==> src/rtl/bus_pkg.sv <==
// -----------------------------------------------------------------------------
// bus_pkg
// Shared definitions for the serial system-bus master port:
//   - state_t             : controller state encoding
//   - MODE_READ/MODE_WRITE: transaction direction encoding (d_mode / m_mode)
//   - BIT_ORDER_LSB_FIRST : serial bit order used on the bus
//   - bit_cnt_width()     : width of the phase bit counter
// -----------------------------------------------------------------------------
package bus_pkg;

  typedef enum logic [2:0] {
    ST_IDLE     = 3'd0,
    ST_REQ      = 3'd1,
    ST_ADDR     = 3'd2,
    ST_ACK_WAIT = 3'd3,
    ST_WDATA    = 3'd4,
    ST_RDATA    = 3'd5,
    ST_DONE     = 3'd6
  } state_t;

  localparam logic MODE_READ  = 1'b0;
  localparam logic MODE_WRITE = 1'b1;

  // Serial words travel least-significant bit first.
  localparam bit BIT_ORDER_LSB_FIRST = 1'b1;

  // Counter must be able to hold the full phase length (not just length-1),
  // because "all bits sent" is detected as count == length.
  function automatic int bit_cnt_width(input int a, input int b);
    return $clog2((a > b) ? a : b) + 1;
  endfunction

endpackage

==> src/rtl/serial_master_port_shifter.sv <==
// -----------------------------------------------------------------------------
// serial_shifter
// Load / shift-out / shift-in register with a bit counter, used for both the
// address phase and the data phase of the serial master port.
// Ports:
//   clk, rst        : clock, synchronous active-high reset
//   load_i          : load load_data_i and clear the bit counter
//   load_data_i     : parallel word to send
//   shift_out_i     : advance one bit (out_bit_o is the bit being consumed)
//   shift_in_i      : shift in_bit_i into the word and advance one bit
//   in_bit_i        : serial input bit
//   word_next_o     : register contents after this cycle's update
//   out_bit_o       : next bit to be sent
//   last_o          : counter is at WIDTH-1 (this shift completes the word)
//   done_o          : counter reached WIDTH (whole word handled)
// -----------------------------------------------------------------------------
module serial_shifter
  import bus_pkg::*;
#(
  parameter int WIDTH     = 8,
  parameter int CNT_W     = 4,
  parameter bit LSB_FIRST = BIT_ORDER_LSB_FIRST
) (
  input  logic             clk,
  input  logic             rst,
  input  logic             load_i,
  input  logic [WIDTH-1:0] load_data_i,
  input  logic             shift_out_i,
  input  logic             shift_in_i,
  input  logic             in_bit_i,
  output logic [WIDTH-1:0] word_next_o,
  output logic             out_bit_o,
  output logic             last_o,
  output logic             done_o
);

  logic [WIDTH-1:0] word_q, word_d;
  logic [CNT_W-1:0] cnt_q, cnt_d;
  logic             fill_bit;

  // Shift-out fills with 0; shift-in fills with the received bit, entering at
  // the far end so that after WIDTH shifts the first bit sits in its home slot.
  assign fill_bit = shift_in_i ? in_bit_i : 1'b0;

  always_comb begin
    word_d = word_q;
    cnt_d  = cnt_q;
    if (load_i) begin
      word_d = load_data_i;
      cnt_d  = '0;
    end else if (shift_out_i || shift_in_i) begin
      if (LSB_FIRST) word_d = {fill_bit, word_q[WIDTH-1:1]};
      else           word_d = {word_q[WIDTH-2:0], fill_bit};
      cnt_d = cnt_q + CNT_W'(1);
    end
  end

  always_ff @(posedge clk) begin
    if (rst) begin
      word_q <= '0;
      cnt_q  <= '0;
    end else begin
      word_q <= word_d;
      cnt_q  <= cnt_d;
    end
  end

  assign word_next_o = word_d;
  assign out_bit_o   = LSB_FIRST ? word_q[0] : word_q[WIDTH-1];
  assign last_o      = (cnt_q == CNT_W'(WIDTH - 1));
  assign done_o      = (cnt_q == CNT_W'(WIDTH));

endmodule

==> src/rtl/serial_master_port.sv <==
// -----------------------------------------------------------------------------
// serial_master_port
// Converts one parallel device transaction into the serial system-bus
// protocol: arbiter request/grant, serial address (LSB first), slave
// acknowledge, then serial write data or serial read data. One transaction
// outstanding at a time; all outputs registered.
// Optional build macro: SERIAL_MASTER_PORT_TIMEOUT_EN -- bounds the wait for
//   s_ack to TIMEOUT_CYCLES cycles and pulses d_err on expiry. Without it the
//   acknowledge wait is unbounded and d_err is constant 0.
// Ports:
//   clk, rst                     : clock, synchronous active-high reset
//   d_valid/d_ready              : device request handshake (ready only in IDLE)
//   d_mode, d_addr, d_wdata      : device request (0 = read, 1 = write)
//   d_rdata                      : last completed read word
//   d_err                        : one-cycle pulse on an aborted transaction
//   b_req/b_grant                : arbiter request / grant
//   m_mode, m_wvalid, m_wdata    : serial master outputs
//   s_ack, s_rvalid, s_rdata     : slave acknowledge and serial read data
// -----------------------------------------------------------------------------
module serial_master_port
  import bus_pkg::*;
#(
  parameter int ADDR_WIDTH     = 16,
  parameter int DATA_WIDTH     = 8,
  parameter int TIMEOUT_CYCLES = 255
) (
  input  logic                  clk,
  input  logic                  rst,
  input  logic                  d_valid,
  input  logic                  d_mode,
  input  logic [ADDR_WIDTH-1:0] d_addr,
  input  logic [DATA_WIDTH-1:0] d_wdata,
  output logic [DATA_WIDTH-1:0] d_rdata,
  output logic                  d_ready,
  output logic                  d_err,
  output logic                  b_req,
  input  logic                  b_grant,
  output logic                  m_mode,
  output logic                  m_wvalid,
  output logic                  m_wdata,
  input  logic                  s_ack,
  input  logic                  s_rvalid,
  input  logic                  s_rdata
);

  localparam int CNT_W = bit_cnt_width(ADDR_WIDTH, DATA_WIDTH);

  state_t                state_q;
  logic                  mode_q;
  logic                  d_ready_q, b_req_q, m_mode_q, m_wvalid_q, m_wdata_q;
  logic [DATA_WIDTH-1:0] d_rdata_q;

  logic                  accept;
  logic                  a_shift, d_shift_out, d_shift_in;
  logic                  a_bit, a_done, a_last;
  logic                  d_bit, d_done, d_last;
  logic [ADDR_WIDTH-1:0] a_word_next;
  logic [DATA_WIDTH-1:0] d_word_next;

  // d_ready_q is high exactly in IDLE, so this is the accept handshake.
  assign accept = d_valid && d_ready_q;

  // Shifter strobes: each shift happens on the edge that also registers the
  // bit onto m_wdata, so m_wdata always shows the bit consumed last edge.
  always_comb begin
    a_shift     = 1'b0;
    d_shift_out = 1'b0;
    d_shift_in  = 1'b0;
    case (state_q)
      ST_REQ:      a_shift     = b_grant;
      ST_ADDR:     a_shift     = !a_done;
      ST_ACK_WAIT: d_shift_out = s_ack && (mode_q == MODE_WRITE);
      ST_WDATA:    d_shift_out = !d_done;
      ST_RDATA:    d_shift_in  = s_rvalid;
      default:     ;
    endcase
  end

  serial_shifter #(.WIDTH(ADDR_WIDTH), .CNT_W(CNT_W)) u_addr_shifter (
    .clk         (clk),
    .rst         (rst),
    .load_i      (accept),
    .load_data_i (d_addr),
    .shift_out_i (a_shift),
    .shift_in_i  (1'b0),
    .in_bit_i    (1'b0),
    .word_next_o (a_word_next),
    .out_bit_o   (a_bit),
    .last_o      (a_last),
    .done_o      (a_done)
  );

  serial_shifter #(.WIDTH(DATA_WIDTH), .CNT_W(CNT_W)) u_data_shifter (
    .clk         (clk),
    .rst         (rst),
    .load_i      (accept),
    .load_data_i (d_wdata),
    .shift_out_i (d_shift_out),
    .shift_in_i  (d_shift_in),
    .in_bit_i    (s_rdata),
    .word_next_o (d_word_next),
    .out_bit_o   (d_bit),
    .last_o      (d_last),
    .done_o      (d_done)
  );

  // The address shifter only sends; its parallel view and last flag are spare.
  logic unused_addr_shifter;
  assign unused_addr_shifter = ^{a_word_next, a_last};

`ifdef SERIAL_MASTER_PORT_TIMEOUT_EN
  localparam int TMO_W = $clog2(TIMEOUT_CYCLES + 1);
  logic [TMO_W-1:0] tmo_q;
  logic             d_err_q;
  assign d_err = d_err_q;
`else
  assign d_err = 1'b0;
  // Keeps the parameter referenced when the timeout logic is compiled out.
  logic unused_timeout_cycles;
  assign unused_timeout_cycles = ^TIMEOUT_CYCLES;
`endif

  always_ff @(posedge clk) begin
    if (rst) begin
      state_q    <= ST_IDLE;
      mode_q     <= MODE_READ;
      d_ready_q  <= 1'b1;
      d_rdata_q  <= '0;
      b_req_q    <= 1'b0;
      m_mode_q   <= 1'b0;
      m_wvalid_q <= 1'b0;
      m_wdata_q  <= 1'b0;
`ifdef SERIAL_MASTER_PORT_TIMEOUT_EN
      tmo_q      <= '0;
      d_err_q    <= 1'b0;
`endif
    end else begin
      case (state_q)
        ST_IDLE: begin
          if (accept) begin
            mode_q    <= d_mode;
            d_ready_q <= 1'b0;
            b_req_q   <= 1'b1;
            state_q   <= ST_REQ;
          end
        end
        ST_REQ: begin
          if (b_grant) begin
            state_q    <= ST_ADDR;
            m_mode_q   <= mode_q;
            m_wvalid_q <= 1'b1;
            m_wdata_q  <= a_bit;
          end
        end
        ST_ADDR: begin
          if (a_done) begin
            state_q    <= ST_ACK_WAIT;
            m_wvalid_q <= 1'b0;
            m_wdata_q  <= 1'b0;
`ifdef SERIAL_MASTER_PORT_TIMEOUT_EN
            tmo_q      <= '0;
`endif
          end else begin
            m_wdata_q <= a_bit;
          end
        end
        ST_ACK_WAIT: begin
          // An acknowledge on the expiry cycle takes priority over the timeout.
          if (s_ack) begin
            if (mode_q == MODE_READ) begin
              state_q <= ST_RDATA;
            end else begin
              state_q    <= ST_WDATA;
              m_wvalid_q <= 1'b1;
              m_wdata_q  <= d_bit;
            end
          end
`ifdef SERIAL_MASTER_PORT_TIMEOUT_EN
          else if (tmo_q == TMO_W'(TIMEOUT_CYCLES - 1)) begin
            state_q <= ST_DONE;
            b_req_q <= 1'b0;
            d_err_q <= 1'b1;
          end else begin
            tmo_q <= tmo_q + TMO_W'(1);
          end
`endif
        end
        ST_WDATA: begin
          if (d_done) begin
            state_q    <= ST_DONE;
            b_req_q    <= 1'b0;
            m_wvalid_q <= 1'b0;
            m_wdata_q  <= 1'b0;
          end else begin
            m_wdata_q <= d_bit;
          end
        end
        ST_RDATA: begin
          if (s_rvalid && d_last) begin
            d_rdata_q <= d_word_next;
            b_req_q   <= 1'b0;
            state_q   <= ST_DONE;
          end
        end
        ST_DONE: begin
          state_q   <= ST_IDLE;
          d_ready_q <= 1'b1;
          m_mode_q  <= 1'b0;
`ifdef SERIAL_MASTER_PORT_TIMEOUT_EN
          d_err_q   <= 1'b0;
`endif
        end
        default: state_q <= ST_IDLE;
      endcase
    end
  end

  assign d_ready  = d_ready_q;
  assign d_rdata  = d_rdata_q;
  assign b_req    = b_req_q;
  assign m_mode   = m_mode_q;
  assign m_wvalid = m_wvalid_q;
  assign m_wdata  = m_wdata_q;

endmodule

==> config.mk <==
export PLATFORM = sky130hd
export DESIGN_NAME = serial_master_port
export DESIGN_NICKNAME = d
export VERILOG_FILES = /design/src/rtl/bus_pkg.sv /design/src/rtl/serial_master_port_shifter.sv /design/src/rtl/serial_master_port.sv
export SDC_FILE = /design/constraint.sdc
export NUM_CORES = 1
export LEC_CHECK = 0
export ABC_AREA = 1
export BUFFER_PORTS_ARGS = -buffer_cell sky130_fd_sc_hd__buf_2
export CAP_MARGIN = 20
export CORE_MARGIN = 3
export CORE_UTILIZATION = 60
export DETAILED_ROUTE_END_ITERATION = 8
export PLACE_DENSITY = 0.85
export SKIP_LAST_GASP = 1
export SYNTH_ARGS = -nofsm -noshare
export SYNTH_HDL_FRONTEND = slang
export SYNTH_SLANG_ARGS = --single-unit
==> constraint.sdc <==
create_clock -name clk -period 2.51 [get_ports clk]
set_input_delay 0.1255 -clock clk [delete_from_list [all_inputs] [get_ports clk]]
set_output_delay 0.1255 -clock clk [all_outputs]
set_load 0.005 [all_outputs]
==> metrics.md, run 1 <==
| Metric | Value |
|---|---|
| Final Skew | `0.00983 ns` |
| Final WL | `5560 um` |
| Synthesized instance count | `375` |
| Fin crit period | `1.77 ns` |
| Final worst slack | `0.739 ns` |
| Post-CTS sizing | `0` |
| DR iter-0 viols | `195` |
| Die area | `5280 um2` |
| Post-synthesis cell area | `2670 um2` |
| Max cap viols | `0` |
| Worst path required time | `2.72 ns` |
| Area contributors post-synth | `dfxtp_1, nand2_1, inv_1` |
| Net Count, Synth | `411` |
| Leakage | `1.34 nW` |
| CTS Sinks | `51` |
| CTS tree | `yes` |
| Placed cells | `454` |
| FF/Latch Area | `1020 um2` |
| Clk_lat worst skew | `0.30 ns` |
| Final slew viol count | `0` |
| All-Layer GR Usage | `22.4%` |
| Achievable Freq | `565 MHz` |
| Gr ovfl total | `0` |
| IO Count | `46` |
| Hold Path Depth | `3` |
| CTS hold repair buffers | `0` |
| Vias/cell | `5.26` |
| Final #Nets | `447` |
| Hpwl dp | `4050 um` |
| Number of synthesized flops with an enable pin | `0` |
| #FFs+latches synth | `51` |
| Layout cells sized above 1 | `19.9%` |
| Vias in the first global route | `2,229` |
| Kind of critical path | `reg -> reg` |
| CP startpoint kind | `register` |
| Routed WL per cell | `12.0 um` |
| Seq pwr share | `40.1%` |
| Worst EP arrival | `1.98 ns` |
| Grt met2 use | `37.9%` |
| Post-synthesis cell type with the largest combined area | `dfxtp_1` |
| Die span in y | `72.7 um` |
| M1 GR Usage | `29.0%` |
| Avg Cell Area, Syn | `7.11 um2` |
| Worst Path Max Fanout | `16` |
| Setup violations, final | `0` |
| Cells on worst reg2reg path | `7` |
| Met3 Track Usage GR | `4.96%` |
| CP max stage delay | `0.61 ns` |
| Crit-path cells | `nand2_4 > inv_2 > nand2_2 > nor3_4 > nand3_1 > nand2_1 > inv_1` |
| Fill count | `367` |
| Largest net degree at the start of global routing | `36` |
| Core ar. | `4140 um2` |
| Sw frac | `38.7%` |
| ANT nets after route | `0` |
| Final period utilization | `70.5%` |
| CP endpoint kind | `register` |
| Diode count | `0` |
| P&R area growth vs syn | `10.7%` |
| Post-synth cell types | `34` |
| Place WS | `0.749 ns` |
| H-tree levels | `2` |
| Die width | `72.7 um` |
| Initial antenna violation count | `0` |
| Clock slew at reported path FFs | `0.09 ns` |
| Status | `finished clean` |
| Crit-path slowest cell | `dfxtp_1` |
| Routability cong. | `0.862` |
| Seq/Total Area, Yosys | `38.3%` |
| Area share of the largest cell type after synthesis | `38.3%` |
| Initial cell density of the core | `64.4%` |
| Number of port buffers | `44` |
| Multi-input gate area | `1320 um2` |
| Post-CTS Setup Inserts | `0` |
| Num rows | `23` |
| Clk pwr share | `23.4%` |
| Worst-Margin Slew | `0.640 ns` |
| Vias | `2,432` |
| Non-filler cells, final | `462` |
| Internal power | `0.00158 W` |
| First-pass GRT wire length | `9600 um` |
| NetSw | `0.00100 W` |
| Post-synth ARST share | `0%` |
| Yosys warns | `0` |
| CTS root buffer | `clkbuf_8` |
| Pre-antenna DRT Iters | `4` |
| Ys flop type | `dfxtp_1` |
| Power Dens Cells | `876 nW/um2` |
| RSZ-0062 raised after global routing | `false` |
| Drt drc | `0` |
| Fin. Hold Viols | `0` |
| Comb power frac | `36.4%` |
| Setup TNS | `0 ns` |
| Clock Path Buffers | `2` |
| Normalized max-slew margin | `57.2%` |
| Number of CTS-inserted buffers | `5` |
| Top Usage Layer GRT | `met2` |
| Max IR drop VDD | `0.499 mV` |
| Hold WC Path Type | `in -> reg` |
metal layers:
metal / wire length (um) / vias up
met1: 2500 / 1099
met4: 58 / 0
li1: - / 1276
met5: 0 / -
met3: 264 / 8
met2: 2740 / 49
worst max-delay path, delay by kind of cell, from the launching register on:
kind          cells  cell delay [ns]
flops             1             0.61
buf+inv           2             0.12
simple gates      5             0.95
cell usage after synthesis, types with 2 or more instances:
cell / instances
nand2_1: 79
a21oi_1: 34
dfxtp_1: 51
ha_1: 4
clkbuf_1: 7
nand2_4: 5
o21ai_1: 5
buf_4: 3
nor2_1: 43
nand3_1: 28
nor2_2: 2
a31oi_1: 8
nand4_1: 8
inv_1: 46
nand2_2: 7
a22oi_1: 8
nor3_1: 2
buf_6: 5
o21ai_0: 10
nor2_4: 3
inv_2: 4
final cells by class:
class                   count  area share, %
multi-input cells         256           44.7
flip-flops and latches     51           34.6
clock buffers               6           2.80
repair buffers             46           7.97
inverters                  51           6.53
clock inverters             2           1.31
well taps                  50           2.12
final timing paths:
path                       startpoint                         to  slack, ns
max                        state_q[2]                 d_rdata[6]       0.74
min                        d_addr[15]  u_addr_shifter.word_q[15]       0.08
max reg2reg                state_q[2]                 d_rdata[6]       0.74
min reg2reg  u_addr_shifter.word_q[8]   u_addr_shifter.word_q[8]       0.47
power groups by stage:
stage	registers (W)	logic, W	clock network [W]
after floorplan	0.00101	0.000855	0
after global placement	0.00105	0.000919	0
after detailed placement	0.00106	0.000938	0
after CTS	0.00104	0.000944	0.000617
after global routing	0.00106	0.00107	0.000649
final	0.00104	0.000942	0.000606
placed cells by master, fill, tap and decap left out:
master     synthesis  routed
a21oi_1           34      34
a22oi_1            8       8
a31oi_1            8       8
buf_2              0      44
buf_4              3       2
bufinv_16          0       1
clkbuf_8           1       6
clkinv_2           1       1
conb_1             1       1
dfxtp_1           51      51
ha_1               4       4
inv_1             46      46
inv_2              4       4
inv_6              0       1
nand2_1           79      79
nand2_2            7       7
nand2_4            5       5
nand3_1           28      28
nand3_4            1       1
nand3b_1           1       1
nand4_1            8       8
nand4_2            1       1
nor2_1            43      43
nor2_2             2       2
nor2_4             3       3
nor2_8             1       1
nor3_1             2       2
nor3_4             1       1
o21ai_0           10      10
o21ai_1            5       5
o21ai_2            1       1
or2_2              1       1
xnor2_1            1       1
xor2_1             1       1
registers in the layout, summed over array words and instances (netlist names), 3 cells and up:
name                   cells
u_addr_shifter.cnt_q       5
u_data_shifter.word_q      8
u_addr_shifter.word_q     16
d_rdata                    8
u_data_shifter.cnt_q       5
state_q                    3
cells by family after synthesis:
logic type,after synthesis,synth area share (%)
and+or+nand+nor,183,33.2
buffers and inverters,68,12.2
AOI/OAI and AO/OA,66,13.6
DFF,51,38.3
adders and majority gates,4,1.88
xor gates and xnor gates,2,0.657
other,1,0.141
stage by stage:
stage	hold WS [ns]	cell area (um2)	utilization, %	power, W
6_report	0.0756	2950	71.3	0.00259
5_1_grt	0.0899	2950	71.3	0.00277
4_1_cts	0.0683	2950	71.3	0.00260
3_5_place_dp	0.397	2830	68.3	0.00199
3_3_place_gp	0.388	2830	68.3	0.00197
2_1_floorplan	0.275	2670	-	0.00186
No activity file was read; power rests on OpenSTA's default activity.
==> run 2: changes to the inputs <==
Settings changed: CORE_UTILIZATION 60 to 56, PLACE_DENSITY 0.85 to 0.8.
Clock period 2.51 ns to 1.8 ns, I/O delays scaled along.
==> run 2 against run 1 <==
Maximum frequency rose by 11%. Clock-buffer cell count did not move. Total power rose by 40%. Clock skew rose by 0.0049 ns. Highest routed layer unchanged.
==> metrics.md, run 2 (synthesis gave the netlist of run 1 again) <==
| Metric | Value |
|---|---|
| P&R area growth vs syn | `12.3%` |
| Setup TNS | `0 ns` |
| Post-CTS Setup Inserts | `0` |
| Top delay family on crit path | `simple AND/OR/NAND/NOR gates` |
| CP endpoint kind | `register` |
| Worst Path Max Fanout | `22` |
| Finished Core Util | `67.0%` |
| Max reg flops | `16` |
| Reg-to-Reg End | `u_addr_shifter.word_q[6]` |
| Number of CTS-inserted buffers | `5` |
| Gr ovfl total | `0` |
| Internal power | `0.00223 W` |
| Reg with most FFs | `u_addr_shifter.word_q` |
| Hold Path Depth | `3` |
| Most common cell after layout, fill and taps aside | `nand2_1` |
| Sw frac | `38.3%` |
| Vias | `2,451` |
| Initial antenna violation count | `0` |
| Total power | `0.00361 W` |
| Worst path required time | `2.03 ns` |
| Non-filler cells, final | `470` |
| Power Dens Cells | `1200 nW/um2` |
| Crit-path cells | `inv_1 > nand2_1 > nor2_2 > nand2_2 > nand2_4 > nor2_8 > nand2_1 > a21oi_1` |
| Setup crit end | `u_addr_shifter.word_q[6]` |
| WP buf/inv | `1` |
| R2R Path Start | `state_q[2]` |
| Pre-antenna DRT Iters | `6` |
| Max IR drop VDD | `0.609 mV` |
| Vias in the first global route | `2,145` |
| Num rows | `24` |
| Largest net degree at the start of global routing | `32` |
| Final WL | `5470 um` |
| Critical path depth | `8` |
| Comb power frac | `37.7%` |
| CP startpoint kind | `register` |
| Final Skew | `0.0147 ns` |
| H-tree levels | `2` |
| Post-CTS sizing | `0` |
| CTS hold repair buffers | `0` |
| Core ar. | `4470 um2` |
| Clk pwr share | `23.0%` |
| Setup violations, final | `0` |
| Layout cells sized above 1 | `21.1%` |
| Die span in y | `75.0 um` |
| Achievable Freq | `624 MHz` |
| ANT nets after route | `0` |
| Vias/cell | `5.21` |
| Final period utilization | `89.0%` |
| Initial cell density of the core | `59.6%` |
| Clock Path Buffers | `2` |
| Clock slew at reported path FFs | `0.10 ns` |
| Critical Path Source | `state_q[2]` |
| Fin. Hold Viols | `0` |
| Hpwl dp | `3980 um` |
| Routed WL per cell | `11.6 um` |
| Diode count | `0` |
| First-pass GRT wire length | `9210 um` |
| Die area | `5630 um2` |
| Crit-path most repeated cell | `nand2_1` |
| Seq pwr share | `39.3%` |
| Crit-path slowest cell | `dfxtp_1` |
| Fin crit period | `1.60 ns` |
| Final slew viol count | `0` |
| Kind of critical path | `reg -> reg` |
| CTS tree | `yes` |
| Die width | `75.0 um` |
| IO Count | `46` |
| CTS root buffer | `clkbuf_8` |
| Most frequent cells in the layout | `nand2_1, dfxtp_1, inv_1` |
| Max cap viols | `0` |
| Routability cong. | `0.816` |
| All-Layer GR Usage | `21.1%` |
| Drt drc | `0` |
| Leakage | `1.37 nW` |
| Placed cells | `462` |
| Fill count | `407` |
| NetSw | `0.00138 W` |
| Clk_lat worst skew | `0.31 ns` |
| DR iter-0 viols | `143` |
| Cells on worst reg2reg path | `8` |
| RSZ-0062 raised after global routing | `false` |
| Worst EP arrival | `1.83 ns` |
| Final #Nets | `453` |
| CP max stage delay | `0.50 ns` |
| Number of port buffers | `44` |
| CTS Sinks | `51` |
| Status | `finished clean` |
| Hold WC Path Type | `in -> reg` |
| R2R setup slack | `0.20 ns` |
## run 2: how the worst min path moves through the flow
stage / start / to / slack [ns]
floorplan: d_addr[15] / u_addr_shifter.word_q[15] / 0.24
CTS: d_addr[15] / u_addr_shifter.word_q[15] / 0.01
finish: d_addr[15] / u_addr_shifter.word_q[15] / 0.03
global placement: d_addr[15] / u_addr_shifter.word_q[15] / 0.35
detailed placement: d_addr[15] / u_addr_shifter.word_q[15] / 0.35
global route: d_addr[15] / u_addr_shifter.word_q[15] / 0.02
## run 2: through the flow
step / hold WS [ns] / worst slack [ns] / cell area (um2)
after floorplan: 0.239 / 0.400 / 2670
after global placement: 0.350 / 0.234 / 2880
after detailed placement: 0.347 / 0.237 / 2880
after CTS: 0.0111 / 0.212 / 3000
after global routing: 0.0178 / 0.0247 / 3000
final: 0.0256 / 0.199 / 3000
## run 2: worst min-delay path: stages
cell and delay, ns:
buf_2 0.09, nand2_1 0.05, a21oi_1 0.05
## run 2: power by group through the flow
stage | logic [W] | registers, W | clock network (W)
final | 0.00136 | 0.00142 | 0.000829
after detailed placement | 0.00136 | 0.00144 | 0
after global routing | 0.00157 | 0.00144 | 0.000893
after global placement | 0.00134 | 0.00144 | 0
after CTS | 0.00136 | 0.00142 | 0.000853
after floorplan | 0.00119 | 0.00140 | 0
## run 2: final cells by class
| class | instances | area (um2) | area share (%) |
|---|---|---|---|
| inverters | 51 | 193 | 6.43 |
| flip-flops and latches | 51 | 1020 | 34.1 |
| clock buffers | 6 | 82.6 | 2.76 |
| multi-input cells | 256 | 1320 | 44.1 |
| clock inverters | 2 | 35.0 | 1.17 |
| repair buffers | 52 | 280 | 9.35 |
| well taps | 52 | 65.1 | 2.17 |
## run 2: layer usage
metal,part of all wire [%],global-route usage [%],wire [um]
met5,0,0,0
met4,1.8,9.49,99
met3,5.8,5.07,316
met2,47,33.8,2560
met1,46,26.8,2490
==> run 3: changes to the inputs <==
Settings changed: PLACE_DENSITY 0.8 to not set, PLACE_DENSITY_LB_ADDON set to 0.25.
==> run 3 against run 2 <==
Sequential share of layout area up 0.26 points. Clock skew down 0.0067 ns. Utilization down 0.42 points. Clock-buffer cell count down 1. Largest cell class unchanged. Non-clock buffer count down 2. Via count up 0.37%. Hold slack better by 0.0059 ns. Global-route usage up 0.75 points. Cell area down 0.63%. Sequential power about the same. Largest power group unchanged.
==> metrics.md, run 3 (synthesis gave the netlist of run 1 again) <==
| Metric | Value |
|---|---|
| Status | `finished clean` |
| WHS Endpoint | `u_addr_shifter.word_q[15]` |
| Metal3 WL | `260 um` |
| CTS root buffer | `clkbuf_8` |
| Largest net degree at the start of global routing | `30` |
| Routed WL per cell | `12.0 um` |
| Hold wc startpoint | `d_addr[15]` |
| Max reg flops | `16` |
| Initial cell density of the core | `59.6%` |
| Most frequent cells in the layout | `nand2_1, dfxtp_1, inv_1` |
| Vias | `2,460` |
| Max IR drop VDD | `0.519 mV` |
| IO Count | `46` |
| Metal-1 WL | `2560 um` |
| Final slew viol count | `0` |
| R2R setup slack | `0.16 ns` |
| Routability cong. | `0.841` |
| Setup TNS | `0 ns` |
| Number of port buffers | `44` |
| Reg with most FFs | `u_addr_shifter.word_q` |
| P&R area growth vs syn | `11.6%` |
| Hold Path Depth | `3` |
| DR iter-0 viols | `178` |
| Highest metal used | `met4` |
| CTS hold repair buffers | `0` |
| Met2 Routed Length | `2700 um` |
| Final WL | `5600 um` |
| Final Skew | `0.00804 ns` |
| Layout cells sized above 1 | `20.9%` |
| Hold WC Path Type | `in -> reg` |
| Worst EP arrival | `1.87 ns` |
| Die width | `75.0 um` |
| Hpwl dp | `4050 um` |
| Final period utilization | `91.1%` |
| R2R Path Start | `state_q[0]` |
| CTS Sinks | `51` |
| Final #Nets | `451` |
| RSZ-0062 raised after global routing | `false` |
| Vias in the first global route | `2,159` |
| Diode count | `0` |
| Crit-path slowest cell | `dfxtp_1` |
| Crit-path cells | `buf_4 > nor2_2 > nand2_2 > nand2_4 > nor2_8 > nand2_1 > a31oi_1` |
| Post-Layout Inst Area | `2980 um2` |
| CTS tree | `yes` |
| Die span in y | `75.0 um` |
| Setup violations, final | `0` |
| Max cap viols | `0` |
| First-pass GRT wire length | `9560 um` |
| Pre-antenna DRT Iters | `4` |
| Initial antenna violation count | `0` |
| CP startpoint kind | `register` |
| Achievable Freq | `610 MHz` |
| Total power | `0.00359 W` |
| CP max stage delay | `0.53 ns` |
| Clk_lat worst skew | `0.31 ns` |
| Vias/cell | `5.26` |
| Top delay family on crit path | `simple AND/OR/NAND/NOR gates` |
| Num rows | `24` |
| Fill count | `407` |
| Clock Path Buffers | `2` |
| Worst path required time | `2.03 ns` |
| Leakage | `1.36 nW` |
| Power Dens Cells | `1210 nW/um2` |
| Clock slew at reported path FFs | `0.10 ns` |
| Die area | `5630 um2` |
| Gr ovfl total | `0` |
| Reg-to-Reg End | `u_addr_shifter.word_q[13]` |
| Most common cell after layout, fill and taps aside | `nand2_1` |
| Cells on worst reg2reg path | `7` |
| Fin crit period | `1.64 ns` |
| Fin. Hold Viols | `0` |
| WP buf/inv | `1` |
| H-tree levels | `2` |
| Drt drc | `0` |
| CP endpoint kind | `register` |
| Worst Path Max Fanout | `22` |
| All-Layer GR Usage | `21.8%` |
| Dpl cell area | `2860 um2` |
| Kind of critical path | `reg -> reg` |
| Core ar. | `4470 um2` |
| Number of CTS-inserted buffers | `5` |
| ANT nets after route | `0` |
==> run 3: layout make-up <==
type	instances	area, um2	share of cell area, %
repair buffers	50	265	8.91
inverters	51	193	6.47
flip-flops and latches	51	1020	34.3
clock inverters	3	43.8	1.47
well taps	52	65.1	2.18
clock buffers	5	68.8	2.31
multi-input cells	256	1320	44.3
==> run 3: metal layers <==
| metal | GRT usage (%) | vias to the layer above |
|---|---|---|
| met5 | 0 | - |
| met2 | 36.8 | 55 |
| met1 | 28.3 | 1111 |
| met4 | 7.11 | 0 |
| li1 | - | 1285 |
| met3 | 3.87 | 9 |
==> run 3: per-stage QoR <==
step | util [%] | setup slack (ns) | std cells | hold slack [ns]
finish | 66.6 | 0.159 | 468 | 0.0315
global route | 66.6 | 0.0248 | 468 | 0.0296
CTS | 66.5 | 0.0622 | 468 | 0.0258
detailed placement | 64.0 | 0.0747 | 460 | 0.363
global placement | 64.0 | 0.194 | 460 | 0.346
floorplan | - | 0.400 | 375 | 0.239
==> run 3: repair_timing <==
action / in CTS / in global routing
gates resized for setup: 0 / 1
setup endpoints to repair: 0 / 25
setup buffers: 0 / 0
==> run 3: how the worst max path moves through the flow <==
stage | from | endpoint | slack (ns) | depth (start not counted)
2_1_floorplan | u_data_shifter.cnt_q[0] | state_q[1] | 0.40 | 13
3_3_place_gp | state_q[2] | u_addr_shifter.word_q[11] | 0.19 | 8
3_5_place_dp | state_q[2] | u_addr_shifter.word_q[13] | 0.07 | 8
4_1_cts | state_q[2] | u_addr_shifter.word_q[13] | 0.06 | 8
5_1_grt | state_q[0] | u_addr_shifter.word_q[0] | 0.02 | 7
6_report | state_q[0] | u_addr_shifter.word_q[13] | 0.16 | 7
==> run 3: power breakdown <==
group	internal [W]	switching, W
clock network	0.000414	0.000388
registers	0.00130	0.000140
logic	0.000470	0.000880
total	0.00219	0.00141
==> run 3: worst min-delay path: cells and delay by family <==
| family | cells | cell delay (ns) |
|---|---|---|
| simple gates | 1 | 0.05 |
| buf+inv | 1 | 0.09 |
| compound gates | 1 | 0.06 |
